### src/rtl/alu_op_sequencer.sv
// rtl/alu_op_sequencer.sv - request/response front end that sequences one ALU operation at a time
module alu_op_sequencer #(
    parameter int unsigned DIV_CYCLES = 34
) (
    input  logic        clk,
    input  logic        resetn,
    input  logic        flush,
    input  logic        req_valid,
    output logic        req_ready,
    input  logic [3:0]  req_op,
    input  logic [31:0] req_x,
    input  logic [31:0] req_y,
    output logic [31:0] alu_x,
    output logic [31:0] alu_y,
    output logic [15:0] alu_opp,
    input  logic [63:0] alu_z,
    output logic        rsp_valid,
    input  logic        rsp_ready,
    output logic [63:0] rsp_z,
    output logic        rsp_err,
    output logic        busy
);

    typedef enum logic [1:0] {
        IDLE     = 2'd0,
        ISSUE    = 2'd1,
        DIV_WAIT = 2'd2,
        DONE     = 2'd3
    } state_t;

    localparam logic [3:0] OP_DIV      = 4'd4;
    localparam logic [3:0] OP_FIRST_BAD = 4'd14;
    localparam logic [7:0] DIV_LOAD    = 8'(DIV_CYCLES - 1);

    state_t     state;
    logic [3:0] op;
    logic [7:0] div_cnt;

    always_ff @(posedge clk or negedge resetn) begin
        if (!resetn) begin
            state   <= IDLE;
            op      <= 4'd0;
            alu_x   <= 32'd0;
            alu_y   <= 32'd0;
            rsp_z   <= 64'd0;
            rsp_err <= 1'b0;
            div_cnt <= 8'd0;
        end else if (flush) begin
            // Abort keeps the last response and operands; only the sequence is dropped.
            state <= IDLE;
        end else begin
            case (state)
                IDLE: begin
                    if (req_valid) begin
                        op    <= req_op;
                        alu_x <= req_x;
                        alu_y <= req_y;
                        if (req_op >= OP_FIRST_BAD) begin
                            rsp_z   <= 64'd0;
                            rsp_err <= 1'b1;
                            state   <= DONE;
                        end else if (req_op == OP_DIV) begin
                            div_cnt <= DIV_LOAD;
                            state   <= DIV_WAIT;
                        end else begin
                            state <= ISSUE;
                        end
                    end
                end
                ISSUE: begin
                    rsp_z   <= alu_z;
                    rsp_err <= 1'b0;
                    state   <= DONE;
                end
                DIV_WAIT: begin
                    if (div_cnt == 8'd0) begin
                        rsp_z   <= alu_z;
                        rsp_err <= 1'b0;
                        state   <= DONE;
                    end else begin
                        div_cnt <= div_cnt - 8'd1;
                    end
                end
                DONE: begin
                    if (rsp_ready) begin
                        state <= IDLE;
                    end
                end
                default: state <= IDLE;
            endcase
        end
    end

    // Decoded from registered state only, so the select cannot glitch between edges
    // and falls to zero immediately when the async reset clears the state.
    always_comb begin
        alu_opp = 16'h0000;
        case (state)
            ISSUE:    alu_opp = 16'h0001 << op;
            DIV_WAIT: alu_opp = 16'h0010;
            default:  alu_opp = 16'h0000;
        endcase
    end

    assign req_ready = (state == IDLE);
    assign rsp_valid = (state == DONE);
    assign busy      = (state != IDLE);

endmodule
### config.mk
export PLATFORM = sky130hd
export DESIGN_NAME = alu_op_sequencer
export DESIGN_NICKNAME = d
export VERILOG_FILES = /design/src/rtl/alu_op_sequencer.sv
export SDC_FILE = /design/constraint.sdc
export NUM_CORES = 1
export LEC_CHECK = 0
export BUFFER_PORTS_ARGS = -buffer_cell sky130_fd_sc_hd__buf_2
export CAP_MARGIN = 10
export CORE_ASPECT_RATIO = 1.5
export CORE_MARGIN = 3
export CORE_UTILIZATION = 50
export DETAILED_ROUTE_END_ITERATION = 6
export PLACE_DENSITY = 0.91
export SLEW_MARGIN = 15
export SYNTH_ARGS = -nofsm -noshare
export SYNTH_HDL_FRONTEND = slang
export SYNTH_SLANG_ARGS = --single-unit
### constraint.sdc
create_clock -name clk -period 4.05 [get_ports clk]
set_input_delay 0.6075 -clock clk [delete_from_list [all_inputs] [get_ports clk]]
set_output_delay 0.6075 -clock clk [all_outputs]
set_load 0.02 [all_outputs]
# After elaboration in Yosys (flattened, before gate mapping)
# Cells that the tools add are included.
# W data, S select, Z words.
[op_classes] n_lt_le_gt_ge=1 n_eq_ne=13 n_addsub=1 n_mul=0 bitwise=1 reduce_logical=9 mux=21 div_mod_pow=0 shifts=1
[ops] op="$mux W64" count=3
[ops] op="$pmux W64 S3" count=1
[ops] op="$mux W8" count=4
[ops] op="$pmux W16 S2" count=1
[ops] op="$pmux W8 S2" count=1
[ops] op="$shl A1 B4 Y16 const A" count=1
[ops] op="$mux W2" count=6
[ops] op="$logic_not A8 Y1" count=1
[ops] op="$ne A2 B2 Y1 const B" count=4
[ops] op="$pmux W2 S4" count=1
[ops] op="$sub A8 B1 Y8 const B" count=1
[ops] op="$ne A3 B3 Y1 const B" count=2
[ops] op="$reduce_and A3 Y1" count=2
[ops] op="$reduce_and A6 Y1" count=1
[ops] op="$reduce_and A5 Y1" count=1
[ops] op="$eq A2 B2 Y1 const B" count=2
[ops] op="$eq A4 B3 Y1 const B" count=1
[ops] op="$ge A4 B4 Y1 const B" count=1
[ops] op="$ne A2 B1 Y1 const B" count=2
[ops] op="$reduce_bool A2 Y1" count=2
[ops] op="$mux W1" count=3
[ops] op="$ne A3 B2 Y1 const B" count=1
[ops] op="$pmux W1 S3" count=1
[ops] op="$reduce_bool A3 Y1" count=1
[ops] op="3 further kinds" count=3
[totals] wordCells=54 ff_bits=143 ram_bits=0 output_inout_bits=148 n_memories=0 latchBits=0 inputBits=137 romBits=0

# Longest topological paths before layout
# Gate-level depths: netlist of the first run.
[depth] word_depth=6 depth_mapped=9 mapped_depth_nobuf=6

# Worst setup path after synthesis of the first run
# OpenSTA, ideal clock, no wires.
[synth_timing] path_type="register to output" start="register state[0]" end="output port alu_opp[8]" setup_slack_ps=1400 arrival_ps=2042 stages_incl_launch_ff=7 path_buffers=2 path_cell_list="dfrtp_1 inv_1 ha_1 clkbuf_1 clkbuf_1 nand3_1 nor4_1"
[synth_between] elab_chain_cells=2
[synth_rtl] element="from (decl)" line="35" text="state_t state;"
[synth_rtl] element="from (signal assigned)" line="41" text="state <= IDLE;"
[synth_rtl] element="from (signal assigned)" line="50" text="state <= IDLE;"
[synth_rtl] element="from (signal assigned)" line="61" text="state <= DONE;"
[synth_rtl] element="$eq A2 B2 Y1 / $eq A2 B1 Y1 (equally long branches)" line="98" text="case (state)"
[synth_rtl] element="$pmux W16 S2 *" line="98"
[synth_rtl] element="to (decl)" line="15" text="output logic [15:0] alu_opp,"
# Mark *: on every way between the ends. The rest lies on a longest branch, timed or not.

# Worst setup path after layout of the first run
[layout_timing] start="register state[0]" end="output port alu_opp[4]"
# Same word-level chain as after synthesis.

==> results of run 1 <==
cell usage in the layout, fill, tap and decap left out, types with 2 or more instances in the layout:
cell type,Yosys,final
a21oi_1,6,6
buf_2,3,283
buf_4,0,4
clkbuf_16,0,17
clkinvlp_4,0,4
dfrtp_1,143,143
ha_1,8,7
inv_1,72,72
inv_6,0,5
inv_8,0,3
mux2_2,68,68
mux2i_1,66,66
nand2_1,73,73
nand2b_1,2,2
nand3_1,4,4
nand3b_1,3,3
nand4_1,2,2
nor2_1,10,10
nor2b_1,2,2
nor3_1,9,9
nor4_1,3,3
o21ai_0,9,9
o22ai_1,3,3
o31ai_1,3,3
cell families after synthesis:
logic type / synth area share [%]
AO/OA/AOI/OAI: 3.327
adder cells (fa/ha/maj): 1.575
buffers and inverters: 7.500
flip-flops: 56.30
multiplexers: 22.44
AND/OR/NAND/NOR: 8.858
layer usage:
| layer | up-vias | share of wire (%) |
|---|---|---|
| met3 | 48 | 5.4 |
| met1 | 2426 | 36 |
| met2 | 219 | 55 |
| met5 | - | 0 |
| li1 | 2335 | - |
| met4 | 0 | 3.8 |
sequential cells by signal, summed over array words and instances (netlist names):
signal,flops
rsp_err,1
alu_y,32
op,4
rsp_z,64
state,2
div_cnt,8
alu_x,32
power by group through the flow:
stage / logic (mW) / registers (mW) / clock network [mW]
5_1_grt: 3.83 / 2.69 / 1.62
3_3_place_gp: 3.44 / 2.55 / 0
6_report: 3.55 / 2.60 / 1.52
3_5_place_dp: 3.55 / 2.61 / 0
4_1_cts: 3.59 / 2.60 / 1.55
2_1_floorplan: 1.64 / 3.36 / 0
stage by stage:
step	util (%)	setup WS, ns
6_report	68.91	1.259
5_1_grt	68.91	1.105
4_1_cts	68.89	1.266
3_5_place_dp	64.17	1.583
3_3_place_gp	64.17	1.730
2_1_floorplan	-	1.400
path summary, 6_finish.rpt:
path                                   end  cells past startpoint
worst max-delay path            alu_opp[4]                      6
worst min-delay path             alu_x[21]                      1
worst max register to register   rsp_z[53]                      7
worst min register to register   alu_x[30]                      1
max in group asynchronous        rsp_z[11]                      2
min in group clk                  state[1]                      2
final cells by class:
type,instances,area [sq um]
fillers,905,3794
flip-flops and latches,143,3578
multi-input cells,292,2307
inverters,73,274.0
clock inverters,14,146.4
well taps,153,191.4
repair buffers,289,1478
diodes,1,2.502
clock buffers,18,429.2
==> reports/results.tsv, run 1 <==
stage	metric	value	unit
critical_path	Worst Setup End Kind	output port	
job	number of max-cap violations	0	
yosys	Mapped Nets	680	
clocking	# clock sinks	143	
critical_path	r2r setup slk	1.48	ns
clocking	H-tree depth	4	
power	P_sw	3.318	mW
yosys	largest cells by area after synthesis	dfrtp_1 (56%), mux2_2 (12%), mux2i_1 (10%), nand2_1 (4.3%), inv_1 (4.3%)	
sta	final worst path period share	68.91	%
placement	Final Wtd Congestion	0.8500	
critical_path	Worst path top cell family by delay	flip-flops	
sta	Hold WS	0.2678	ns
yosys	Post-Syn Area	6356	sq um
power	switching portion of total power	43.25	%
yosys	EDFF count, synth	0	
drt	final WL	17060	um
sta	Slew Limit Headroom	39.19	%
sta	worst clock skew	0.009531	ns
placement	hpwl dp	12570	um
power	maximum vdd drop	616.8	uV
sta	final setup violation count	0	
placement	placed cell count	950	
clocking	Clock Path Buffers	2	
global_routing	antenna violations before repair	1	
drt	Via Count	5028	
critical_path	Worst Path Max Fanout	7	
floorplan	die area	14130	sq um
yosys	synth warn	0	
drt	total iterations of the first detailed-routing run	4	
status	status	completed	
global_routing	first-pass GRT wire length	26590	um
global_routing	Tot GR Track Use	23.73	%
global_routing	vias in the first global route	5290	
sta	Slew Limit Fails	0	
sta	final hold violations	0	
critical_path	Max stage delay cell, worst path	dfrtp_1	
clocking	root buf cell	clkbuf_16	
global_routing	total gr overflow	0	
yosys	synth cell count leaders	dfrtp_1 (143), nand2_1 (73), inv_1 (72)	
yosys	Synth top area share	56.30	%
critical_path	FF-to-FF Start	state[0]	
yosys	Synth Register Bits	143	
power	internal power	4.353	mW
yosys	Synth cell types	44	
floorplan	die width	98.06	um
clocking	CTS tree	built	
global_routing	pin count of the biggest net entering global routing	100	
global_routing	met2 Use GR	43.36	%
global_routing	most used routing layer	met2	
drt	Starting DRT DRC Count	185	
power	Leakage	4.605	nW
critical_path	CP max stage delay	0.43	ns
yosys	Avg Synthesized Cell Area	11.88	sq um
yosys	most frequent cell after synthesis	dfrtp_1	
drt	drt wl/cell	17.36	um
layout	Syn-to-layout area delta	32.26	%
yosys	post-synth top area cell	dfrtp_1	
critical_path	WP data arrival	2.18	ns
critical_path	Worst Path Buf+Inv	2	
worst_hold_path	Hold Crit Class	primary input to asynchronous set/reset pin	
placement	PortBufs	284	
drt	antenna viol nets, final	0	
sta	Slew @ Worst Pin	0.9122	ns
power	Comb pwr share	46.3	%
clocking	Post-CTS Setup Bufs	0	
floorplan	Initial Util	52.10	%
yosys	register area share after synthesis	56.30	%
yosys	Synth async-reset ratio	100.0	%
critical_path	crit path from	state[0]	
layout	Final Cell Area	8407	sq um
yosys	ys flop type	dfrtp_1	
floorplan	IO Pins	285	
global_routing	grt met1 use	26.58	%
clocking	Clock Latency Late Sink	0.41	ns
drt	Residual DRC	0	
floorplan	Die Y-Extent	144.1	um
placement	Cell Area, Placed	7829	sq um
yosys	Mapped Cells	535	
clocking	post-CTS sizing	0	
layout	layout cells sized above 1	47.65	%
critical_path	Setup Crit Path Kind	register to output port	
critical_path	worst path required time	3.44	ns
layout	final net count	961	
power	Tot Pwr	7.671	mW
floorplan	core area	12200	sq um
power	share of total power in sequential cells	33.9	%
clocking	Inserted Clock Buffers	17	
global_routing	met3 usage	4.344	%
drt	DR vias/cell	5.115	
critical_path	CP Launch Type	register	
sta	RSZ-0062 raised after global routing	false	
clocking	Clock Pin Slew Worst Setup and Hold Paths	0.07	ns
clocking	# hold bufs at CTS	0	
power	clock share of power	19.8	%
sta	setup TNS	0	ns
critical_path	critical path, cell by cell	inv_1 > ha_2 > nand2_1 > or2_2 > o31ai_1 > buf_2	
layout	fin cells	983	
sta	Period minus WS final	2.791	ns
sta	FMAX	358.3	MHz
floorplan	Rows	49	
power	PD cells	912.5	nW/um^2
No activity file was read; power rests on OpenSTA's default activity.
==> run 2: changes to the inputs <==
CORE_UTILIZATION = 47   (was 50)
PLACE_DENSITY = 0.87   (was 0.91)
clock period = 2.6 ns   (was 4.05 ns; I/O delays follow)
==> run 2 against run 1 <==
Compared with the run above: routed wire length shrank 4.1%; sequential cell count is the same; core utilization shrank 3.4 points; combinational power grew 61%; the flow now finishes with violations (hold timing); highest routed layer unchanged; largest cell class unchanged; non-clock buffer count grew 11; sequential share of layout area shrank 0.79 points; die area grew 6.0%.
==> reports/results.tsv, run 2 (synthesis results as in run 1) <==
stage	metric	value	unit	change
status	status	finished with violations		
status	failing checks	hold timing		
critical_path	Worst Setup End Kind	output port		
sta	Slew Limit Headroom	52.07	%	+13 points
drt	drt wl/cell	16.37	um	-5.7%
global_routing	antenna violations before repair	1		unchanged
critical_path	Worst path top cell family by delay	flip-flops		
drt	final WL	16370	um	-4.1%
clocking	CTS tree	built		
sta	final worst path period share	93.51	%	
clocking	Inserted Clock Buffers	17		unchanged
drt	Via Count	5007		-0.42%
clocking	Clock Pin Slew Worst Setup and Hold Paths	0.07	ns	about the same
layout	Seq. cell area	3578	sq um	unchanged
floorplan	die width	101.0	um	+2.9%
sta	RSZ-0062 raised after global routing	false		
sta	Period minus WS final	2.431	ns	
floorplan	die area	14980	sq um	+6.0%
critical_path	worst path required time	2.21	ns	-1.23 ns
layout	Multi-input gate area	2323	sq um	+0.71%
global_routing	grt met1 use	24.18	%	-2.4 points
worst_hold_path	Hold Crit Class	primary input to asynchronous set/reset pin		
clocking	# hold bufs at CTS	0		unchanged
drt	Residual DRC	0		unchanged
layout	layout cells sized above 1	48.45	%	+0.80 points
global_routing	met3 usage	5.537	%	+1.2 points
placement	Final Wtd Congestion	0.8137		-4.3%
floorplan	IO Pins	285		unchanged
sta	setup TNS	0	ns	unchanged
layout	Largest register FFs	64		unchanged
drt	total iterations of the first detailed-routing run	4		unchanged
critical_path	WP data arrival	2.04	ns	-0.14 ns
clocking	Clock Latency Late Sink	0.41	ns	about the same
layout	final net count	972		+1.1%
sta	final hold violations	2		+2
sta	FMAX	411.3	MHz	
critical_path	CP max stage delay	0.40	ns	-0.03 ns
sta	final setup violation count	0		unchanged
layout	largest register by flop count	rsp_z		
drt	DR vias/cell	5.007		-2.1%
layout	leading cell type in the layout, fill and taps excluded	buf_2		
placement	placed cell count	964		+1.5%
critical_path	Worst Path Max Fanout	7		unchanged
power	Leakage	4.681	nW	+1.7%
floorplan	core area	13080	sq um	+7.2%
floorplan	Initial Util	48.59	%	-3.5 points
floorplan	Die Y-Extent	148.4	um	+3.0%
global_routing	total gr overflow	0		unchanged
critical_path	CP Launch Type	register		
clocking	Clock Path Buffers	2		unchanged
placement	hpwl dp	12320	um	-2.0%
sta	Slew Limit Fails	0		unchanged
critical_path	Worst Path Buf+Inv	2		unchanged
sta	Slew @ Worst Pin	0.7190	ns	-0.1932 ns
global_routing	first-pass GRT wire length	25220	um	-5.1%
sta	Hold WS	-0.003395	ns	-0.2712 ns
critical_path	critical path, cell by cell	inv_1 > ha_4 > nand2_1 > or2_2 > o31ai_1 > buf_2		
placement	PortBufs	284		unchanged
clocking	root buf cell	clkbuf_16		
global_routing	vias in the first global route	5299		+0.17%
critical_path	Setup Crit Path Kind	register to output port		
critical_path	Max stage delay cell, worst path	dfrtp_1		
layout	most frequent cells in the layout	buf_2 (283), dfrtp_1 (143), nand2_1 (73)		
critical_path	r2r setup slk	0.30	ns	-1.18 ns
power	maximum vdd drop	778.2	uV	+26%
global_routing	pin count of the biggest net entering global routing	79		-21%
global_routing	Tot GR Track Use	21.37	%	-2.4 points
layout	filler cell count	1015		+12%
power	PD cells	1398	nW/um^2	+53%
job	number of max-cap violations	0		unchanged
drt	antenna viol nets, final	0		unchanged
clocking	# clock sinks	143		unchanged
layout	fin cells	1000		+1.7%
layout	Largest regs	rsp_z (64), alu_x (32), alu_y (32)		
clocking	H-tree depth	4		unchanged
drt	Starting DRT DRC Count	138		-25%
sta	worst clock skew	0.008482	ns	-0.001048 ns
global_routing	most used routing layer	met2		
floorplan	Rows	51		+4.1%
global_routing	met2 Use GR	37.27	%	-6.1 points
layout	Syn-to-layout area delta	34.76	%	
## run 2: cell count changes in the layout (fill, tap and decap cells not counted), sizes merged
cell,delta
buf,+11
clkinv,+2
bufinv,-1
inv,-1
## run 2: per-layer routing
metal / routed length (um) / share of wire (%) / up-vias
li1: - / - / 2355
met3: 1030 / 6.3 / 44
met4: 640 / 3.9 / 0
met5: 0 / 0 / -
met1: 5997 / 37 / 2404
met2: 8700 / 53 / 204
## run 2: repair_timing
action | 4_1_cts | 5_1_grt
endpoints found under the setup margin | 0 | 2
setup buffers | 0 | 3
resized for setup | 0 | 2
## run 2: final timing paths
check / from / endpoint / cells past startpoint
setup / recovery: state[1] / alu_opp[4] / 6
hold / removal: resetn / alu_x[24] / 1
setup reg to reg: state[0] / div_cnt[5] / 6
hold reg to reg: alu_y[5] / alu_y[5] / 1
max in group asynchronous: resetn / rsp_z[42] / 2
min in group clk: req_y[19] / alu_y[19] / 2
## run 2: report_power, final
part / total (mW) / internal, mW / switching (mW)
clock network: 2.26 / 1.25 / 1.01
registers: 4.02 / 3.34 / 0.672
logic: 5.70 / 2.23 / 3.46
total: 12.0 / 6.83 / 5.15
## run 2: per-stage QoR
stage	instance area (sq um)	util (%)	power (mW)	setup WS, ns	hold WS, ns
6_report	8566	65.48	11.97	0.1687	-0.003395
5_1_grt	8566	65.48	12.70	0.03938	0.03304
4_1_cts	8524	65.16	12.00	0.01867	0.03290
3_5_place_dp	7971	60.94	9.703	0.3420	0.4721
3_3_place_gp	7971	60.94	9.479	0.4023	0.4737
2_1_floorplan	6356	-	7.793	0.1678	0.09441
## run 2: final cells by class
| type | count | share of cell area (%) |
|---|---|---|
| inverter | 73 | 3.199 |
| clock buffer | 18 | 5.010 |
| clock inverter | 14 | 1.446 |
| multi-input combinational | 292 | 27.13 |
| timing repair buffer | 300 | 19.09 |
| tap | 159 | 2.323 |
| sequential | 143 | 41.78 |
| antenna | 1 | 0.02921 |
## run 2: worst register-to-register path, delay by kind of cell, from the launching register on
| family | cells | cell delay, ns |
|---|---|---|
| adders and majority gates | 1 | 0.42 |
| buffers and inverters | 1 | 0.15 |
| AOI/OAI and AO/OA | 2 | 0.74 |
| and+or+nand+nor | 1 | 0.33 |
| DFF | 1 | 0.40 |
| muxes | 1 | 0.15 |
==> run 3: changes to the inputs <==
RECOVER_POWER = 25   (was default)
SLEW_MARGIN = 20   (was 15)
==> run 3 against run 2 <==
Compared with the run above: global-route usage did not move; first-iteration DRC count down 0.72%; worst hold slack better by 0.21 ns; routed wire length up 0.19%; die area unchanged; the run ends with capacitance limit, slew limit left; sequential cell count stayed put; clock skew is 0.0012 ns lower; setup slack got worse by 0.0030 ns.
==> reports/results.tsv, run 3 (synthesis results as in run 1) <==
stage	metric	value	unit	change
status	status	finished with violations		
status	failing checks	capacitance limit, slew limit		
global_routing	total gr overflow	0		unchanged
placement	hpwl dp	12320	um	unchanged
floorplan	IO Pins	285		unchanged
critical_path	critical path, cell by cell	inv_1 > ha_4 > nand2_1 > or2_2 > o31ai_1 > buf_2		
power	PD cells	1401	nW/um^2	+0.26%
layout	Final Util	65.28	%	-0.20 points
sta	setup TNS	0	ns	unchanged
placement	pre-CTS worst setup slack	0.3420	ns	unchanged
critical_path	Worst Setup End Kind	output port		
drt	antenna viol nets, final	0		unchanged
clocking	root buf cell	clkbuf_16		
layout	Seq. cell area	3578	sq um	unchanged
sta	RSZ-0062 raised after global routing	false		
floorplan	Initial Util	48.59	%	unchanged
sta	final hold violations	0		-2
layout	Largest regs	rsp_z (64), alu_x (32), alu_y (32)		
drt	total iterations of the first detailed-routing run	4		unchanged
layout	leading cell type in the layout, fill and taps excluded	buf_2		
power	clock share of power	18.9	%	about the same
layout	filler cell count	1018		+0.30%
sta	Final WS setup	0.1656	ns	-0.003021 ns
critical_path	Max stage delay cell, worst path	dfrtp_1		
power	share of total power in sequential cells	33.6	%	about the same
layout	Multi-input gate area	2323	sq um	unchanged
sta	Slew Limit Headroom	-26.39	%	-78 points
sta	FMAX	410.8	MHz	-0.12%
critical_path	WP data arrival	2.04	ns	about the same
floorplan	die area	14980	sq um	unchanged
placement	Final Wtd Congestion	0.8137		unchanged
power	maximum vdd drop	770.9	uV	-0.93%
drt	final WL	16400	um	+0.19%
sta	Slew @ Worst Pin	1.896	ns	+1.177 ns
critical_path	Worst Path Max Fanout	7		unchanged
sta	final setup violation count	0		unchanged
layout	Syn-to-layout area delta	34.35	%	
sta	worst clock skew	0.007261	ns	-0.001222 ns
power	P_sw	5.144	mW	about the same
power	Comb pwr share	47.5	%	about the same
layout	Largest register FFs	64		unchanged
global_routing	antenna violations before repair	1		unchanged
drt	Residual DRC	0		unchanged
power	Leakage	4.667	nW	-0.30%
floorplan	core area	13080	sq um	unchanged
global_routing	first-pass GRT wire length	25220	um	unchanged
sta	Period minus WS final	2.434	ns	+0.003021 ns
job	number of max-cap violations	1		+1
layout	final net count	972		unchanged
layout	layout cells sized above 1	48.21	%	-0.24 points
placement	Cell Area, Placed	7971	sq um	unchanged
critical_path	CP max stage delay	0.40	ns	about the same
global_routing	vias in the first global route	5299		unchanged
clocking	# clock sinks	143		unchanged
sta	final worst path period share	93.63	%	+0.12 points
power	internal power	6.824	mW	about the same
clocking	Inserted Clock Buffers	17		unchanged
floorplan	die width	101.0	um	unchanged
drt	DR vias/cell	5.016		+0.18%
clocking	CTS tree	built		
worst_hold_path	Hold Crit Class	primary input to register		
drt	Via Count	5016		+0.18%
critical_path	Setup Crit Path Kind	register to output port		
clocking	Clock Pin Slew Worst Setup and Hold Paths	0.07	ns	about the same
clocking	H-tree depth	4		unchanged
clocking	Clock Latency Late Sink	0.41	ns	about the same
floorplan	Die Y-Extent	148.4	um	unchanged
global_routing	pin count of the biggest net entering global routing	79		unchanged
global_routing	Tot GR Track Use	21.37	%	unchanged
sta	Slew Limit Fails	79		+79
clocking	# hold bufs at CTS	0		unchanged
floorplan	Rows	51		unchanged
critical_path	CP Launch Type	register		
layout	largest register by flop count	rsp_z		
layout	Final Cell Area	8539	sq um	-0.31%
critical_path	worst path required time	2.21	ns	about the same
clocking	Clock Path Buffers	2		unchanged
drt	Starting DRT DRC Count	137		-0.72%
power	switching portion of total power	42.98	%	about the same
layout	most frequent cells in the layout	buf_2 (283), dfrtp_1 (143), nand2_1 (73)		
power	Tot Pwr	11.97	mW	about the same
drt	drt wl/cell	16.40	um	+0.19%
placement	PortBufs	284		unchanged
## run 3: changes by cell type in the layout (fill, tap and decap cells not counted)
cell,previous run,this run
buf_12,7,6
clkbuf_1,1,3
clkbuf_4,0,1
buf_4,9,7
buf_6,1,0
clkbuf_2,0,1
## run 3: critical path, delay by kind of cell, from the launching register on
kind | cells | cell delay (ns)
and+or+nand+nor | 2 | 0.38
adders and majority gates | 1 | 0.31
DFF | 1 | 0.40
AOI/OAI and AO/OA | 1 | 0.22
buffers and inverters | 2 | 0.32
## run 3: final timing paths
kind	start	to	slack [ns]	depth (start not counted)
setup reg to reg	state[0]	div_cnt[5]	0.31	6
setup / recovery	state[1]	alu_opp[4]	0.17	6
hold / removal	req_y[19]	alu_y[19]	0.21	2
max in group asynchronous	resetn	rsp_z[42]	0.48	2
hold reg to reg	alu_y[5]	alu_y[5]	0.50	1
min in group asynchronous	resetn	alu_x[24]	0.49	1
## run 3: final cells by class
| class | instances | share of cell area (%) |
|---|---|---|
| antenna | 1 | 0.02930 |
| clock inverter | 14 | 1.451 |
| tap | 159 | 2.330 |
| sequential | 143 | 41.90 |
| clock buffer | 18 | 5.026 |
| timing repair buffer | 300 | 18.84 |
| inverter | 73 | 3.209 |
| multi-input combinational | 292 | 27.21 |
## run 3: timing repair
action                                  in CTS  in global routing
gates resized for setup                      0                  2
setup buffers                                0                  3
endpoints found under the setup margin       0                  2
## run 3: power by group through the flow
stage	clock (mW)	sequential, mW	combinational (mW)
final	2.26	4.02	5.69
after global routing	2.41	4.15	6.13
after CTS	2.30	4.02	5.68
after detailed placement	0	4.05	5.65
after global placement	0	3.98	5.49
after floorplan	0	5.24	2.56
## run 3: layer usage
metal,up-vias,track usage (%),part of all wire (%)
met5,-,0,0
met4,0,9.780,3.8
met3,43,5.537,6.2
met2,205,37.27,54
met1,2413,24.18,36
li1,2355,-,-
## run 3: stage by stage
stage               hold WS [ns]  std cells
floorplan                0.09441        535
global placement          0.4737        964
finish                    0.2077       1000
global route              0.1883       1000
CTS                      0.03290        996
detailed placement        0.4721        964
